==> src/rtl/aes_key_arbiter_if.sv <==
// Handshake bundle between the key requesters, the arbiter and the
// AES key expansion engine.
interface aes_key_arbiter_if #(
    parameter int NUM_REQ   = 2,
    parameter int KEY_WIDTH = 256
);
    localparam int OWNER_W = (NUM_REQ > 1) ? $clog2(NUM_REQ) : 1;

    logic [NUM_REQ-1:0]           req_i;
    logic [NUM_REQ*KEY_WIDTH-1:0] req_key_i;
    logic [NUM_REQ-1:0]           gnt_o;
    logic                         gnt_err_o;
    logic [OWNER_W-1:0]           owner_o;
    logic                         owner_valid_o;
    logic [KEY_WIDTH-1:0]         ke_key_o;
    logic                         ke_key_valid_o;
    logic                         ke_keys_valid_i;

    // Requester / engine side of the bundle
    modport master (
        output req_i,
        output req_key_i,
        output ke_keys_valid_i,
        input  gnt_o,
        input  gnt_err_o,
        input  owner_o,
        input  owner_valid_o,
        input  ke_key_o,
        input  ke_key_valid_o
    );

    // Arbiter side of the bundle
    modport slave (
        input  req_i,
        input  req_key_i,
        input  ke_keys_valid_i,
        output gnt_o,
        output gnt_err_o,
        output owner_o,
        output owner_valid_o,
        output ke_key_o,
        output ke_key_valid_o
    );
endinterface

==> src/rtl/aes_key_arbiter.sv <==
// Round-robin arbiter sharing one AES key expansion engine between
// NUM_REQ requesters. A key already expanded in the engine is reused
// (HOLD hit) without re-expansion; a different key forces a release.
module aes_key_arbiter #(
    parameter int NUM_REQ        = 2,
    parameter int KEY_WIDTH      = 256,
    parameter int TIMEOUT_CYCLES = 511
) (
    input  logic             clk,
    input  logic             rst,
    aes_key_arbiter_if.slave bus
);
    localparam int OWNER_W = (NUM_REQ > 1) ? $clog2(NUM_REQ) : 1;
    localparam int CNT_W   = $clog2(TIMEOUT_CYCLES + 1);

    typedef enum logic [1:0] {
        ST_IDLE    = 2'd0,
        ST_WAIT    = 2'd1,
        ST_HOLD    = 2'd2,
        ST_RELEASE = 2'd3
    } state_e;

    state_e               state_q, state_d;
    logic [KEY_WIDTH-1:0] key_q, key_d;
    logic                 kv_q, kv_d;
    logic                 tag_valid_q, tag_valid_d;
    logic [OWNER_W-1:0]   pend_q, pend_d;
    logic [OWNER_W-1:0]   owner_q, owner_d;
    logic [OWNER_W-1:0]   prio_q, prio_d;
    logic [NUM_REQ-1:0]   gnt_q, gnt_d;
    logic                 err_q, err_d;
    logic [CNT_W-1:0]     cnt_q, cnt_d;
    logic                 rel_q, rel_d;

    logic [NUM_REQ-1:0]   elig_s;
    logic                 win_vld_s;
    logic [OWNER_W-1:0]   win_idx_s;
    logic [KEY_WIDTH-1:0] win_key_s;
    logic                 hit_s;
    logic                 timeout_s;
    logic                 arb_now_s;
    logic [OWNER_W:0]     cand_s;

    function automatic logic [NUM_REQ-1:0] onehot(input logic [OWNER_W-1:0] idx);
        logic [NUM_REQ-1:0] v;
        v      = '0;
        v[idx] = 1'b1;
        return v;
    endfunction

    function automatic logic [OWNER_W-1:0] next_idx(input logic [OWNER_W-1:0] idx);
        return (idx == OWNER_W'(NUM_REQ - 1)) ? OWNER_W'(0) : idx + OWNER_W'(1);
    endfunction

    // Round-robin winner search starting at prio_q; lowest offset wins
    always_comb begin
        cand_s    = '0;
        elig_s    = bus.req_i & ~gnt_q;
        win_vld_s = |elig_s;
        win_idx_s = prio_q;
        for (int i = NUM_REQ - 1; i >= 0; i--) begin
            cand_s    = {1'b0, prio_q} + (OWNER_W + 1)'(i);
            cand_s    = (cand_s >= (OWNER_W + 1)'(NUM_REQ)) ? cand_s - (OWNER_W + 1)'(NUM_REQ) : cand_s;
            win_idx_s = elig_s[cand_s[OWNER_W-1:0]] ? cand_s[OWNER_W-1:0] : win_idx_s;
        end
        win_key_s = bus.req_key_i[KEY_WIDTH-1:0];
        for (int i = 1; i < NUM_REQ; i++) begin
            win_key_s = (win_idx_s == OWNER_W'(i)) ? bus.req_key_i[i*KEY_WIDTH +: KEY_WIDTH] : win_key_s;
        end
        hit_s     = tag_valid_q && (win_key_s == key_q);
        timeout_s = (cnt_q == CNT_W'(TIMEOUT_CYCLES));
        // The closing cycle of RELEASE doubles as the IDLE evaluation so the
        // engine sees its key-valid low for exactly two cycles.
        arb_now_s = (state_q == ST_IDLE) || ((state_q == ST_RELEASE) && rel_q);
    end

    // State and datapath registers with synchronous reset
    always_ff @(posedge clk) begin
        if (rst) begin
            state_q     <= ST_IDLE;
            key_q       <= '0;
            kv_q        <= 1'b0;
            tag_valid_q <= 1'b0;
            pend_q      <= '0;
            owner_q     <= '0;
            prio_q      <= '0;
            gnt_q       <= '0;
            err_q       <= 1'b0;
            cnt_q       <= '0;
            rel_q       <= 1'b0;
        end else begin
            state_q     <= state_d;
            key_q       <= key_d;
            kv_q        <= kv_d;
            tag_valid_q <= tag_valid_d;
            pend_q      <= pend_d;
            owner_q     <= owner_d;
            prio_q      <= prio_d;
            gnt_q       <= gnt_d;
            err_q       <= err_d;
            cnt_q       <= cnt_d;
            rel_q       <= rel_d;
        end
    end

    // Next-state decision
    always_comb begin
        state_d = state_q;
        case (state_q)
            ST_IDLE: begin
                state_d = win_vld_s ? ST_WAIT : ST_IDLE;
            end
            ST_WAIT: begin
                if (bus.ke_keys_valid_i) begin
                    state_d = ST_HOLD;
                end else if (timeout_s) begin
                    state_d = ST_RELEASE;
                end else begin
                    state_d = ST_WAIT;
                end
            end
            ST_HOLD: begin
                state_d = (win_vld_s && !hit_s) ? ST_RELEASE : ST_HOLD;
            end
            ST_RELEASE: begin
                if (arb_now_s) begin
                    state_d = win_vld_s ? ST_WAIT : ST_IDLE;
                end else begin
                    state_d = ST_RELEASE;
                end
            end
            default: begin
                state_d = ST_IDLE;
            end
        endcase
    end

    // Datapath and registered output updates for each state
    always_comb begin
        key_d       = key_q;
        kv_d        = kv_q;
        tag_valid_d = tag_valid_q;
        pend_d      = pend_q;
        owner_d     = owner_q;
        prio_d      = prio_q;
        gnt_d       = '0;
        err_d       = 1'b0;
        cnt_d       = cnt_q;
        rel_d       = 1'b0;
        case (state_q)
            ST_IDLE, ST_RELEASE: begin
                rel_d = (state_q == ST_RELEASE) ? ~rel_q : 1'b0;
                if (arb_now_s && win_vld_s) begin
                    key_d  = win_key_s;
                    pend_d = win_idx_s;
                    kv_d   = 1'b1;
                    cnt_d  = '0;
                    rel_d  = 1'b0;
                end else begin
                    kv_d   = 1'b0;
                end
            end
            ST_WAIT: begin
                if (bus.ke_keys_valid_i) begin
                    gnt_d       = onehot(pend_q);
                    owner_d     = pend_q;
                    tag_valid_d = 1'b1;
                    prio_d      = next_idx(pend_q);
                end else if (timeout_s) begin
                    gnt_d       = onehot(pend_q);
                    err_d       = 1'b1;
                    kv_d        = 1'b0;
                    tag_valid_d = 1'b0;
                    prio_d      = next_idx(pend_q);
                end else begin
                    cnt_d       = cnt_q + CNT_W'(1);
                end
            end
            ST_HOLD: begin
                if (win_vld_s && hit_s) begin
                    gnt_d       = onehot(win_idx_s);
                    owner_d     = win_idx_s;
                    prio_d      = next_idx(win_idx_s);
                end else if (win_vld_s) begin
                    // Miss: the winner keeps priority for the next expansion
                    kv_d        = 1'b0;
                    tag_valid_d = 1'b0;
                    prio_d      = win_idx_s;
                end else begin
                    kv_d        = 1'b1;
                end
            end
            default: begin
                kv_d = 1'b0;
            end
        endcase
    end

    assign bus.gnt_o          = gnt_q;
    assign bus.gnt_err_o      = err_q;
    assign bus.owner_o        = owner_q;
    assign bus.ke_key_o       = key_q;
    assign bus.ke_key_valid_o = kv_q;
    assign bus.owner_valid_o  = (state_q == ST_HOLD) && bus.ke_keys_valid_i;
endmodule

==> src/flat_wrapper.sv <==
// flat-port wrapper written by rule: the top's interface ports become plain ports
module aes_key_arbiter_flat 
#(
    parameter int NUM_REQ        = 2,
    parameter int KEY_WIDTH      = 256,
    parameter int TIMEOUT_CYCLES = 511
)
  (clk, rst, bus_req_i, bus_req_key_i, bus_ke_keys_valid_i, bus_gnt_o, bus_gnt_err_o, bus_owner_o, bus_owner_valid_o, bus_ke_key_o, bus_ke_key_valid_o);
  aes_key_arbiter_if #(.NUM_REQ(NUM_REQ), .KEY_WIDTH(KEY_WIDTH)) bus_i ();
  input  logic clk;
  input  logic rst;
  input wire logic [$bits(bus_i.req_i)-1:0] bus_req_i;
  input wire logic [$bits(bus_i.req_key_i)-1:0] bus_req_key_i;
  input wire logic [$bits(bus_i.ke_keys_valid_i)-1:0] bus_ke_keys_valid_i;
  output wire logic [$bits(bus_i.gnt_o)-1:0] bus_gnt_o;
  output wire logic [$bits(bus_i.gnt_err_o)-1:0] bus_gnt_err_o;
  output wire logic [$bits(bus_i.owner_o)-1:0] bus_owner_o;
  output wire logic [$bits(bus_i.owner_valid_o)-1:0] bus_owner_valid_o;
  output wire logic [$bits(bus_i.ke_key_o)-1:0] bus_ke_key_o;
  output wire logic [$bits(bus_i.ke_key_valid_o)-1:0] bus_ke_key_valid_o;
  assign bus_i.req_i = bus_req_i;
  assign bus_i.req_key_i = bus_req_key_i;
  assign bus_i.ke_keys_valid_i = bus_ke_keys_valid_i;
  assign bus_gnt_o = bus_i.gnt_o;
  assign bus_gnt_err_o = bus_i.gnt_err_o;
  assign bus_owner_o = bus_i.owner_o;
  assign bus_owner_valid_o = bus_i.owner_valid_o;
  assign bus_ke_key_o = bus_i.ke_key_o;
  assign bus_ke_key_valid_o = bus_i.ke_key_valid_o;
  aes_key_arbiter #(.NUM_REQ(NUM_REQ), .KEY_WIDTH(KEY_WIDTH), .TIMEOUT_CYCLES(TIMEOUT_CYCLES)) u_core (.clk(clk), .rst(rst), .bus(bus_i));
endmodule
==> config.mk <==
export PLATFORM = sky130hd
export DESIGN_NAME = aes_key_arbiter_flat
export DESIGN_NICKNAME = d
export VERILOG_FILES = /design/src/rtl/aes_key_arbiter_if.sv /design/src/rtl/aes_key_arbiter.sv /design/src/flat_wrapper.sv
export SDC_FILE = /design/constraint.sdc
export NUM_CORES = 1
export LEC_CHECK = 0
export BUFFER_PORTS_ARGS = -buffer_cell sky130_fd_sc_hd__clkbuf_2
export CORE_AREA = 2 2 306 308
export DETAILED_ROUTE_END_ITERATION = 10
export DIE_AREA = 0 0 308 310
export HOLD_SLACK_MARGIN = 0.1
export PLACE_DENSITY_LB_ADDON = 0.08
export SLEW_MARGIN = 25
export SYNTH_ARGS = -nofsm -noshare
export SYNTH_HDL_FRONTEND = slang
export SYNTH_SLANG_ARGS = --single-unit
==> constraint.sdc <==
create_clock -name clk -period 3.92 [get_ports clk]
set_clock_uncertainty 0.2 [all_clocks]
set_input_delay 0.196 -clock clk [delete_from_list [all_inputs] [get_ports clk]]
set_output_delay 0.196 -clock clk [all_outputs]
set_load 0.02 [all_outputs]
==> metrics <==
die area 95500 sq um; Cell Area, Synth 15100 sq um; chip height 310 microns; Port Buf Inserts about 780; CP most frequent cell buf_4; number of detailed-route iterations in the first pass 5; Post-synth EDFFs 0; antenna-violating nets left 0; failing checks negative setup slack; TritonCTS Buffers 40; Pwr Density 443 nW/um^2; Synthesized Nets 2222; arrival time worst endpoint 5040 ps; Final Critical Period 4760 ps; gr usage total 0.188; WS Path Type reg -> reg; crit share post-route 1.21; # DRC 0; Final setup viols 7; Syn Inst Count 1695; most area-consuming cells after synthesis dfxtp_1, mux2i_1, a211oi_1; Yosys top cell by area dfxtp_1; vias per cell 4.21; Starting Density 0.163; CP max stage delay 590 ps; Design Power 13.2 mW; critical path required time 4190 ps; CTS tree yes; Post-synth ARST share 0; Primary FF master, synth dfxtp_1; worst slew pin tran approximately 900 ps; H-tree depth 2; Max Fclk 0.210 GHz; largest net degree at the start of global routing 94; outcome finished with violations; Initial DRC Count approximately 700; most frequent cells in the layout clkbuf_2, dlygate4sd3_1, nor2_1, buf_4, dfxtp_1; initial antenna violation count 8; chip width 308 microns; pre-CTS setup slack -1510 ps; crit start category flop; vias in the first global route 19400; FF+latch count, synth about 280; Layout Area Growth over Synthesis 98.1%; Mean Syn Cell Area 8.90 sq um; vias around 19000; Critical Path Sink Type flop; internal reg-to-reg setup slack -840 ps; Final WS setup -842 ps; # IOs around 780; total leakage power between 10 and 15 nW; Max VDD drop 0.220 mV; CTS root buffer clkbuf_16; Hold/Removal Path Class in -> reg; RSZ-0062 raised after global routing yes; CP max stage cell or4_4; Synth top area share 0.366; layout cells sized above 1 0.385; clk_lat worst skew 570 ps; Clock Pin Slew Worst Setup and Hold Paths roughly 60 ps; Max Cap Violations 0; clock sinks 276; commonest non-fill, non-tap cell in the layout clkbuf_2; worst-path fanout max 21; CP Cell Sequence nor2b_4 > a21oi_2 > or2_4 > inv_12 > buf_4 > buf_12 > mux2_2 > a221oi_2 > nand4_1 > buf_4 > nor4_4 > nand4_1 > or4_4 > nor2_4 > buf_4 > buf_4 > ha_1 > a22oi_1 > nor2_1; post-DP HPWL 73.3 mm; Buf+Inv Stages, Crit Path 6; Top delay family on crit path simple AND/OR/NAND/NOR gates; aggregate routed wire length 94.1 mm; CTS Buffer Depth 3; final net count 3769; global-route wire length before repair 131 mm; Hold Violations, Final 0; GR Overflow Total 0; gpl congestion 0.813; Unique masters post-synth 55; core box area 92500 sq um; Slew Limit Fails 0; Synth warnings 0; row count 112; Slew headroom 0.399; sequential area share after synthesis 0.366; Routed WL per cell 21.0 microns
## worst min-delay path, cell delays in order
cell and delay, ps:
clkbuf_2 80, mux2i_1 190, buf_4 220, a211oi_1 180
## final timing paths
path,startpoint,endpoint,cells past startpoint
worst min register to register,u_core.cnt_q[8],u_core.cnt_q[8],2
worst min-delay path,bus_req_key_i[147],u_core.bus.ke_key_o[147],4
worst max-delay path,u_core.bus.gnt_o[1],u_core.bus.gnt_o[0],19
worst max register to register,u_core.bus.gnt_o[1],u_core.bus.gnt_o[0],19
## sequential cells by signal, summed over array words and instances (netlist names), 2 cells and up
signal	cells
u_core.cnt_q	9
u_core.bus.gnt_o	2
u_core.bus.ke_key_o	256
u_core.state_q	2
## cells in the mapped netlist, drive strengths merged (7+ instances only)
| cell | instances |
|---|---|
| buf | 33 |
| o22ai | 22 |
| nor4 | 33 |
| dfxtp | 276 |
| o2bb2ai | 8 |
| inv | 11 |
| xnor2 | 84 |
| a21oi | 64 |
| nand4 | 33 |
| clkbuf | 86 |
| a211oi | 231 |
| o21ai | 9 |
| a221oi | 9 |
| a22oi | 13 |
| mux2i | 251 |
| nand3 | 10 |
| nor2 | 331 |
| xor2 | 89 |
| nand2b | 7 |
| ha | 10 |
| nand2 | 36 |
## cells by family after synthesis
kind of cell / after synthesis / share of synthesized area
XOR/XNOR: 173 / 0.100
buffers and inverters: 130 / 0.0412
AND/OR/NAND/NOR: 471 / 0.135
AO/OA/AOI/OAI: 381 / 0.179
multiplexers: 254 / 0.170
flip-flops: 276 / 0.366
adder cells (fa/ha/maj): 10 / 0.00830
## where the power goes
part           internal [mW]  switching (mW)
clock                   2.34            1.51
sequential              3.25           0.490
combinational           2.62            3.03
## metal layers
| layer | GRT usage | wire (microns) |
|---|---|---|
| met5 | 0 | 16 |
| met4 | 0.0400 | 1950 |
| met3 | 0.0381 | 4840 |
| met2 | 0.351 | 48500 |
| met1 | 0.221 | 38800 |
## area by class of cell
type,instances,area (sq um)
fill,9818,62600
timing repair buffer,1623,11900
multi-input combinational,1289,9520
sequential,276,5530
tap,1197,1500
clock buffer,61,1220
clock inverter,11,145
inverter,11,53.8
timing repair inverter,1,16.3
antenna,2,5.00
## what timing repair did
item | CTS | global route
buffers inserted | 16 | 2
hold endpoints to repair | 263 | 0
resized for setup | 117 | 12
pin swaps | 28 | 12
cloned | 2 | 1
endpoints found under the setup margin | 7 | 7
hold buffers | 529 | 0
## stage by stage
step | area [sq um] | util | TNS [ps] | hold slack, ps | instances
final | 29900 | 0.323 | -4660 | 150 | 4471
after floorplan | 15200 | - | -13.8 | 181 | 1695
after CTS | 29800 | 0.322 | -4860 | 102 | 4466
after global routing | 29900 | 0.323 | -5870 | 148 | 4471
after detailed placement | 22400 | 0.242 | -8510 | 268 | 3853
after global placement | 22400 | 0.242 | -8460 | 260 | 3853
No activity file was read; power rests on OpenSTA's default activity.
